## src/rtl/if_fetch_ctrl.sv

```systemverilog
// ---------------------------------------------------------------------------
// if_fetch_ctrl
//
// Instruction-fetch controller placed directly after the PC register. It
// issues the current PC on an SRAM-like instruction bus, delivers the returned
// word to the F/D register, holds that word while decode is stalled, and drops
// responses that belong to a fetch abandoned by a flush. It also drives the
// PC register enable, so the PC advances once per delivered instruction.
//
// Ports:
//   clk, rst          rising-edge clock, asynchronous active-low reset
//   pcF               current fetch PC (PC register output)
//   stallF            decode cannot accept an instruction this cycle
//   flushF            redirect; the PC register loads a new PC this edge
//   pc_enF            enable to the PC register
//   inst_req          fetch request
//   inst_addr         fetch address (always pcF)
//   inst_addr_ok      request accepted this cycle
//   inst_data_ok      read data valid this cycle
//   inst_rdata        read data
//   instrF            instruction to the F/D register
//   instr_validF      instrF valid this cycle
//   addr_errF         instrF belongs to a misaligned PC
// ---------------------------------------------------------------------------
module if_fetch_ctrl #(
    parameter int unsigned        ADDR_W   = 32,
    parameter int unsigned        DATA_W   = 32,
    parameter logic [DATA_W-1:0]  NOP_WORD = '0
) (
    input  logic              clk,
    input  logic              rst,
    input  logic [ADDR_W-1:0] pcF,
    input  logic              stallF,
    input  logic              flushF,
    output logic              pc_enF,
    output logic              inst_req,
    output logic [ADDR_W-1:0] inst_addr,
    input  logic              inst_addr_ok,
    input  logic              inst_data_ok,
    input  logic [DATA_W-1:0] inst_rdata,
    output logic [DATA_W-1:0] instrF,
    output logic              instr_validF,
    output logic              addr_errF
);

    typedef enum logic [1:0] {
        S_REQ,
        S_WAIT,
        S_HOLD,
        S_DISCARD
    } state_e;

    state_e            state_q, state_d;
    logic [DATA_W-1:0] buf_q, buf_d;
    logic              buf_err_q, buf_err_d;
    logic              aligned;

    assign aligned   = (pcF[1:0] == 2'b00);
    assign inst_addr = pcF;

    always_ff @(posedge clk or negedge rst) begin
        if (!rst) begin
            state_q   <= S_REQ;
            buf_q     <= '0;
            buf_err_q <= 1'b0;
        end else begin
            state_q   <= state_d;
            buf_q     <= buf_d;
            buf_err_q <= buf_err_d;
        end
    end

    always_comb begin
        state_d      = state_q;
        buf_d        = buf_q;
        buf_err_d    = buf_err_q;
        inst_req     = 1'b0;
        instr_validF = 1'b0;
        instrF       = '0;
        addr_errF    = 1'b0;

        unique case (state_q)
            S_REQ: begin
                if (aligned) begin
                    // Request held until accepted; PC is frozen meanwhile.
                    inst_req = 1'b1;
                    if (inst_addr_ok) begin
                        state_d = flushF ? S_DISCARD : S_WAIT;
                    end
                end else begin
                    // Misaligned PC never reaches the bus; deliver a NOP flagged AdEL.
                    instrF       = NOP_WORD;
                    instr_validF = 1'b1;
                    addr_errF    = 1'b1;
                end
            end
            S_WAIT: begin
                if (inst_data_ok) begin
                    instrF       = inst_rdata;
                    instr_validF = 1'b1;
                    if (flushF) begin
                        state_d = S_REQ;
                    end else if (stallF) begin
                        state_d   = S_HOLD;
                        buf_d     = inst_rdata;
                        buf_err_d = 1'b0;
                    end else begin
                        state_d = S_REQ;
                    end
                end else if (flushF) begin
                    // Response still owed by the bus; swallow it later.
                    state_d = S_DISCARD;
                end
            end
            S_HOLD: begin
                instrF       = buf_q;
                instr_validF = 1'b1;
                addr_errF    = buf_err_q;
                if (flushF || !stallF) begin
                    state_d = S_REQ;
                end
            end
            S_DISCARD: begin
                if (inst_data_ok) begin
                    state_d = S_REQ;
                end
            end
            default: begin
                state_d = S_REQ;
            end
        endcase

        if (flushF) begin
            instr_validF = 1'b0;
            addr_errF    = 1'b0;
        end

        // Keep every output quiet while reset is asserted.
        if (!rst) begin
            inst_req     = 1'b0;
            instr_validF = 1'b0;
            addr_errF    = 1'b0;
            instrF       = '0;
        end
    end

    assign pc_enF = instr_validF & ~stallF & ~flushF;

endmodule

```

## config.mk

```make
export PLATFORM = sky130hd
export DESIGN_NAME = if_fetch_ctrl
export DESIGN_NICKNAME = d
export VERILOG_FILES = /design/src/rtl/if_fetch_ctrl.sv
export SDC_FILE = /design/constraint.sdc
export NUM_CORES = 1
export LEC_CHECK = 0
export BUFFER_PORTS_ARGS = -buffer_cell sky130_fd_sc_hd__buf_2
export CORE_UTILIZATION = 32
export CTS_CLUSTER_DIAMETER = 200
export DETAILED_ROUTE_END_ITERATION = 8
export PLACE_DENSITY = 0.65
export SLEW_MARGIN = 10
export SYNTH_ARGS = -nofsm -noshare
export SYNTH_HDL_FRONTEND = slang
export SYNTH_SLANG_ARGS = --single-unit
```

## constraint.sdc

```tcl
create_clock -name clk -period 1.6 [get_ports clk]
set_input_delay 0 -clock clk [delete_from_list [all_inputs] [get_ports clk]]
set_output_delay 0 -clock clk [all_outputs]
set_load 0.1 [all_outputs]
```

# ---- Word level (Yosys, flattened, before mapping)
# Index checks and enable logic that the tools add are counted.
dict set report word_totals {
  ff_bits 34
  latchBits 0
  mem_bits_rw 0
  romBits 0
  output_inout_bits 68
  wordCells 44
  mem_count 0
}
dict set report classes {
  n_addsub 0
  mul 0
  n_div 0
  magnitude_cmp 0
  n_eq_ne 8
  n_shift 0
  n_mux 24
  bitwise 4
  n_reduce_logical 6
}
# op n
set op_table {}
lappend op_table {{$mux 32} 2}
lappend op_table {{$pmux 32 s2} 1}
lappend op_table {{$mux 2} 9}
lappend op_table {{$mux 1} 10}
lappend op_table {{$ne 2x2->1 const B} 4}
lappend op_table {{$pmux 2 s4} 1}
lappend op_table {{$reduce_and 5->1} 1}
lappend op_table {{$eq 2x2->1 const B} 2}
lappend op_table {{$logic_not 2->1} 2}
lappend op_table {{$reduce_and 4->1} 1}
lappend op_table {{$ne 3x3->1 const B} 1}
lappend op_table {{$pmux 1 s3} 1}
lappend op_table {{$and 1x1->1} 2}
lappend op_table {{$eq 2x1->1 const B} 1}
lappend op_table {{$not 1->1} 2}
lappend op_table {{$logic_not 1->1} 1}
lappend op_table {{$logic_or 1x1->1} 1}

# ---- Logic depth before layout (Yosys ltp)
# Gate-level depths: netlist of the first run.
dict set report depth {
  depth_word 7
  mapped_depth 7
  ltp_nobuf 6
}

# ---- Worst setup path before layout of the first run
# No wires, ideal clock.
dict set report synth_path {
  path_type {register to output}
  from {reg state_q[0]}
  to {out pc_enF}
  t_arrival_ns 5.320
  required_ns 1.600
  slack_ns -3.720
  path_stages_with_launch 7
  path_buffers 0
  path_cell_list {dfrtp_1 > inv_1 > ha_1 > nand2_1 > nor3_1 > inv_1 > a211oi_1}
}
dict set report synth_between {
  elab_chain_cells 6
}
# element line
set synth_lines {}
lappend synth_lines {{from (decl)} 53} ;# state_e state_q, state_d;
lappend synth_lines {{from (signal assigned)} 67} ;# state_q <= state_d;
lappend synth_lines {{$eq 2x2->1 (tied with other cells)} 82} ;# unique case (state_q)
lappend synth_lines {{$pmux 1 s3 *} 82}
lappend synth_lines {{$mux 1 *} 133} ;# if (flushF) begin
lappend synth_lines {{$mux 1 *} 139} ;# if (!rst) begin
lappend synth_lines {{$and 1x1->1 * (2 in series)} 147} ;# assign pc_enF = instr_validF & ~stallF & ~flushF;
lappend synth_lines {{to (decl)} 35} ;# output logic pc_enF,
# Every way passes the cells marked *; elsewhere a longest branch is shown, timed or not.

# ---- Worst setup path after layout of the first run
dict set report layout_path {
  from {reg state_q[1]}
  to {out instrF[30]}
}
dict set report layout_between {
  elab_chain_cells 3
}
# element line
set layout_lines {}
lappend layout_lines {{$eq 2x2->1 or $eq 2x1->1 (tied branches)} 82}
lappend layout_lines {{$pmux 32 s2 *} 82}
lappend layout_lines {{$mux 32 *} 139}
lappend layout_lines {{to (decl)} 41} ;# output logic [DATA_W-1:0] instrF,
# Marks and branches as above.

==> results.yml, run 1 <==
synthesis:
  ys_seq_area_share_pct: 38.0
  yosysMostFrequentCell: "dfrtp_1"
  yosysTopAreaCellShare_pct: 38.0
  ys_types: 22
  synth-async-reset-ratio_pct: 100
  syn_inst: 209
  synth_flop_cell: "dfrtp_1"
  synth_fp_nets: 285
  synth_warnings: 0
  yosys_register_bits: 34
  netlist_area_sq_um: 2240
  synthTopCellsByArea: "dfrtp_1 (38%), mux2_4 (20%), buf_4 (11%), a22oi_1 (11%), nor2_1 (5.5%)"
  synth_top_cell_by_area: "dfrtp_1"
  synth_edf_count: 0
  synth_top_cells_by_count: "dfrtp_1 (34), buf_4 (33), nor2_1 (33)"
  syn_avg_cell_area_sq_um: 10.7
clocking:
  numCtsBuffers: 5
  cts_tree: "yes"
  cts_num_sinks: 34
  clkLatencyLatePin_ps: 280
  htreeDepth: 2
  root_buffer: "clkbuf_8"
  clk_pin_slew_worst_paths_ps: 70
  cts.path.max_buffers: 2
route:
  drt_pass1_iterations: 3
  drt_wl_total_mm: 6.45
  post-route-drc-count: 0
  num_vias: 1929
  wire_per_inst_microns: 15.8
  viasPerCell: 4.73
  antenna_left: 0
  drtIter0Drc: 47
status:
  violations: "setup timing"
  status: "complete, but fails checks"
placement:
  port_buffers: 77
  dp_hpwl_mm: 3.82
  place_ws_ps: -131
  placed_area_sq_um: 3430
  gp_congestion: 0.760
setup_path:
  worst-r2r-setup-slack_ps: -170
  worstPathMaxFanout: 15
  crit_path_start_kind: "flop"
  required_ps: 1600
  worst-setup-path-type: "reg2out"
  cp-end-kind: "output pin"
  crit_start: "state_q[1]"
  r2r_start: "state_q[1]"
  worstPathArrival_ps: 1790
power_and_ir_drop:
  p_leak_nw: 1.84
  ir_worst_vdd_mv: 0.967
  finalPower_mw: 7.68
  cellPowerDensity_nw_per_um2: 1740
layout:
  fillers: 488
  n_antenna_cell: 0
  seq_area_sq_um: 851
  area_growth_pct: 97.0
  final_nets: 387
  finalInstanceArea_sq_um: 4420
  multi_input_area_sq_um: 1590
  drive_above_1_share_pct: 73.7
grt:
  antenna_found_initial: 0
  use_met3_pct: 3.27
  grt_busiest_layer: "met2"
  grt_max_degree: 19
  track_usage_pct: 17.5
  first_global_vias: 2180
  grt_use_met1_pct: 19.6
  use_met2_pct: 33.5
  grt_pass1_wl_mm: 10.1
  overflow: 0
sta:
  hold_viol_final: 0
  min_period_over_period_pct: 112
  rsz0062_at_grt: "true"
  setup_ws_ps: -190
  finalMaxSlewViolations: 0
  worst_clock_skew_ps: 6.46
  setup_tns_ps: -10370
  slew_headroom_pct: 67.3
  whs_ps: 0.0279
  tightest_slew_ps: 494
  max_freq_ghz: 0.559
  finalSetupViolations: 68
  period_minus_slack_ps: 1790
floorplanning:
  core_area_sq_um: 6790
  dieArea_sq_um: 7340
  die_h_microns: 85.7
  rows: 30
  start_util_pct: 33.0
  io-pin-count: 138
  die_w_microns: 85.7
flow_run:
  drv_cap: 0
min_path:
  hold_start: "pcF[11]"
  holdCritPathClass: "in2out"
[power breakdown]
group	total (mW)	switching (mW)	internal, mW
combinational	5.12	2.76	2.36
clock	0.950	0.326	0.624
sequential	1.61	0.321	1.29
[per-layer routing]
metal / part of all wire [%] / vias to the layer above
met2: 55 / 63
met1: 40 / 952
li1: - / 902
met4: 1.2 / 0
met5: 0 / -
met3: 4.4 / 12
[logic make-up after synthesis]
logic type      count (synthesis)  share of synthesized area (%)
flops                          34                           38.0
compound gates                 40                           13.1
buf+inv                        50                           15.1
simple gates                   45                           8.43
fa+ha+maj                       6                           3.35
mux                            34                           22.1
[what timing repair did]
item / in CTS / in global routing
gates resized for setup: 59 / 6
endpoints found under the setup margin: 44 / 70
hold buffers: 33 / 0
pin swaps: 5 / 13
endpoints found under the hold margin: 66 / 0
cloned: 1 / 4
buffers inserted: 10 / 3
[worst max-delay path: stages, from the launching register on]
cell	delay (ps)
dfrtp_1	400
buf_4	150
buf_4	140
ha_4	190
buf_12	160
a22oi_2	250
nor2_4	60
buf_12	160
[stage by stage]
step	util, %	std cells
after detailed placement	50.5	351
after CTS	62.9	403
after global routing	65.0	408
final	65.0	408
after floorplan	-	209
after global placement	50.5	351
[registers in the layout, summed over array words and instances, names as in the netlist]
| signal | cells |
|---|---|
| state_q | 2 |
| buf_q | 32 |
[final timing paths]
path,depth (start not counted),to
setup / recovery,7,instrF[30]
hold / removal,0,inst_addr[11]
setup reg to reg,7,buf_q[1]
hold reg to reg,1,buf_q[29]
max in group asynchronous,3,buf_q[17]
min in group asynchronous,3,buf_q[24]
[area by class of cell]
cell class	instances	area share, %
inverter	4	0.340
sequential	34	19.3
multi-input combinational	125	36.1
tap	96	2.72
timing repair buffer	141	38.5
clock inverter	3	1.56
clock buffer	5	1.56
[cells in the final DEF (no fill, tap or decap)]
master,n
a211oi_4,1
a21oi_1,2
a21oi_4,1
a221oi_4,1
a22oi_2,32
and2_4,1
buf_12,44
buf_16,1
buf_2,41
buf_4,13
buf_6,5
bufinv_16,2
clkbuf_16,4
clkbuf_8,5
clkinv_4,1
dfrtp_1,34
dlygate4sd3_1,33
ha_1,2
ha_2,1
ha_4,3
inv_1,1
inv_2,3
mux2_2,1
mux2_4,32
mux2i_1,1
nand2_1,3
nand2_4,2
nand2_8,1
nand2b_1,1
nor2_1,1
nor2_4,32
nor2b_1,2
nor3_4,2
o21ai_0,2
o21ai_4,1
(Power assumes the default switching activity.)
==> inputs of run 2 (changes only) <==
Settings changed: SKIP_CTS_REPAIR_TIMING from default to 1, SKIP_LAST_GASP from default to 1.
==> results.yml, run 2 (synthesis results as in run 1) <==
status:
  status: "complete, but fails checks"
  violations: "hold timing, setup timing"
power_and_ir_drop:
  finalPower_mw: 7.59
  cellPowerDensity_nw_per_um2: 1760
  p_leak_nw: 1.80
  ir_worst_vdd_mv: 1.10
route:
  wire_per_inst_microns: 15.3
  post-route-drc-count: 0
  antenna_left: 0
  drt_pass1_iterations: 4
  drt_wl_total_mm: 6.14
  drtIter0Drc: 59
  viasPerCell: 4.71
  num_vias: 1895
placement:
  dp_hpwl_mm: 3.82
  port_buffers: 77
  dp.cells: 351
  placed_area_sq_um: 3430
  gp_congestion: 0.760
clocking:
  clkLatencyLatePin_ps: 280
  root_buffer: "clkbuf_8"
  htreeDepth: 2
  cts_num_sinks: 34
  numCtsBuffers: 5
  cts_tree: "yes"
  cts.path.max_buffers: 2
  clk_pin_slew_worst_paths_ps: 70
sta:
  max_freq_ghz: 0.569
  slew_headroom_pct: 46.8
  period_minus_slack_ps: 1760
  tightest_slew_ps: 795
  setup_ws_ps: -156
  min_period_over_period_pct: 110
  finalSetupViolations: 37
  finalMaxSlewViolations: 0
  whs_ps: -0.0712
  hold_viol_final: 1
  worst_clock_skew_ps: 7.60
  rsz0062_at_grt: "true"
floorplanning:
  core_area_sq_um: 6790
  start_util_pct: 33.0
  die_w_microns: 85.7
  rows: 30
  dieArea_sq_um: 7340
  die_h_microns: 85.7
  io-pin-count: 138
layout:
  fin_cells: 402
  top_register: "buf_q"
  final_cell_mix: "buf_12 (43), buf_2 (41), dfrtp_1 (34)"
  seq_area_sq_um: 851
  final_common_cell: "buf_12"
  largest_reg_flops: 32
  n_antenna_cell: 0
  final_nets: 381
  finalInstanceArea_sq_um: 4320
  fillers: 495
  multi_input_area_sq_um: 1570
  largestRegisters: "buf_q: 32 flops, state_q: 2 flops"
  area_growth_pct: 92.9
  drive_above_1_share_pct: 73.2
setup_path:
  crit_path_start_kind: "flop"
  worstPathMaxFanout: 2
  worst-setup-path-type: "reg2reg"
  required_ps: 1790
  worstPathArrival_ps: 1950
  cp-end-kind: "flop"
  crit_start: "state_q[1]"
  r2r_start: "state_q[1]"
grt:
  grt_pass1_wl_mm: 8.56
  grt_max_degree: 19
  first_global_vias: 1853
  overflow: 0
  track_usage_pct: 14.7
  antenna_found_initial: 0
min_path:
  hold_start: "inst_rdata[12]"
  holdCritPathClass: "in2reg"
flow_run:
  drv_cap: 0
run 2: final timing paths:
kind                              endpoint  slack, ps  depth (start not counted)
worst max-delay path            state_q[0]       -160                          7
worst min-delay path             buf_q[12]      -0.07                          2
worst max register to register  state_q[0]       -160                          7
worst min register to register   buf_q[29]        530                          1
max in group asynchronous        buf_q[11]        500                          3
min in group asynchronous         buf_q[6]        520                          3
run 2: per-stage QoR:
stage	utilization (%)	setup WS, ps	hold slack (ps)	setup TNS, ps
final	63.6	-156	-0.0712	-4090
after floorplan	-	-1040	-296	-8660
after global routing	63.6	-231	0.143	-7430
after global placement	50.5	-83.8	0.681	-135
after CTS	52.6	-443	-232	-10510
after detailed placement	50.5	-131	0.681	-291
run 2: area by class of cell:
type	instances	share of cell area (%)
clock buffers	5	1.59
inverters	4	0.347
well taps	96	2.78
flip-flops and latches	34	19.7
multi-input cells	125	36.4
clock inverters	3	1.59
repair buffers	135	37.6
run 2: critical path, stage by stage (launching register included):
cell and delay, ps:
dfrtp_1 400, buf_4 150, buf_4 130, buf_4 130, ha_2 160, a221oi_2 340, buf_4 170, mux2i_1 200
run 2: routing by layer:
layer | wire length [microns] | vias to the layer above | track usage, % | share of wire, %
met3 | 231 | 12 | 3.46 | 3.8
met2 | 3410 | 56 | 26.6 | 55
met4 | 76 | 0 | 4.09 | 1.2
li1 | - | 891 | - | -
met1 | 2430 | 936 | 17.5 | 40
met5 | 0 | - | 0 | 0
run 2: power breakdown:
part	switching, mW	internal [mW]
Sequential	0.328	1.29
Clock	0.323	0.624
Combinational	2.71	2.32
Total	3.36	4.23
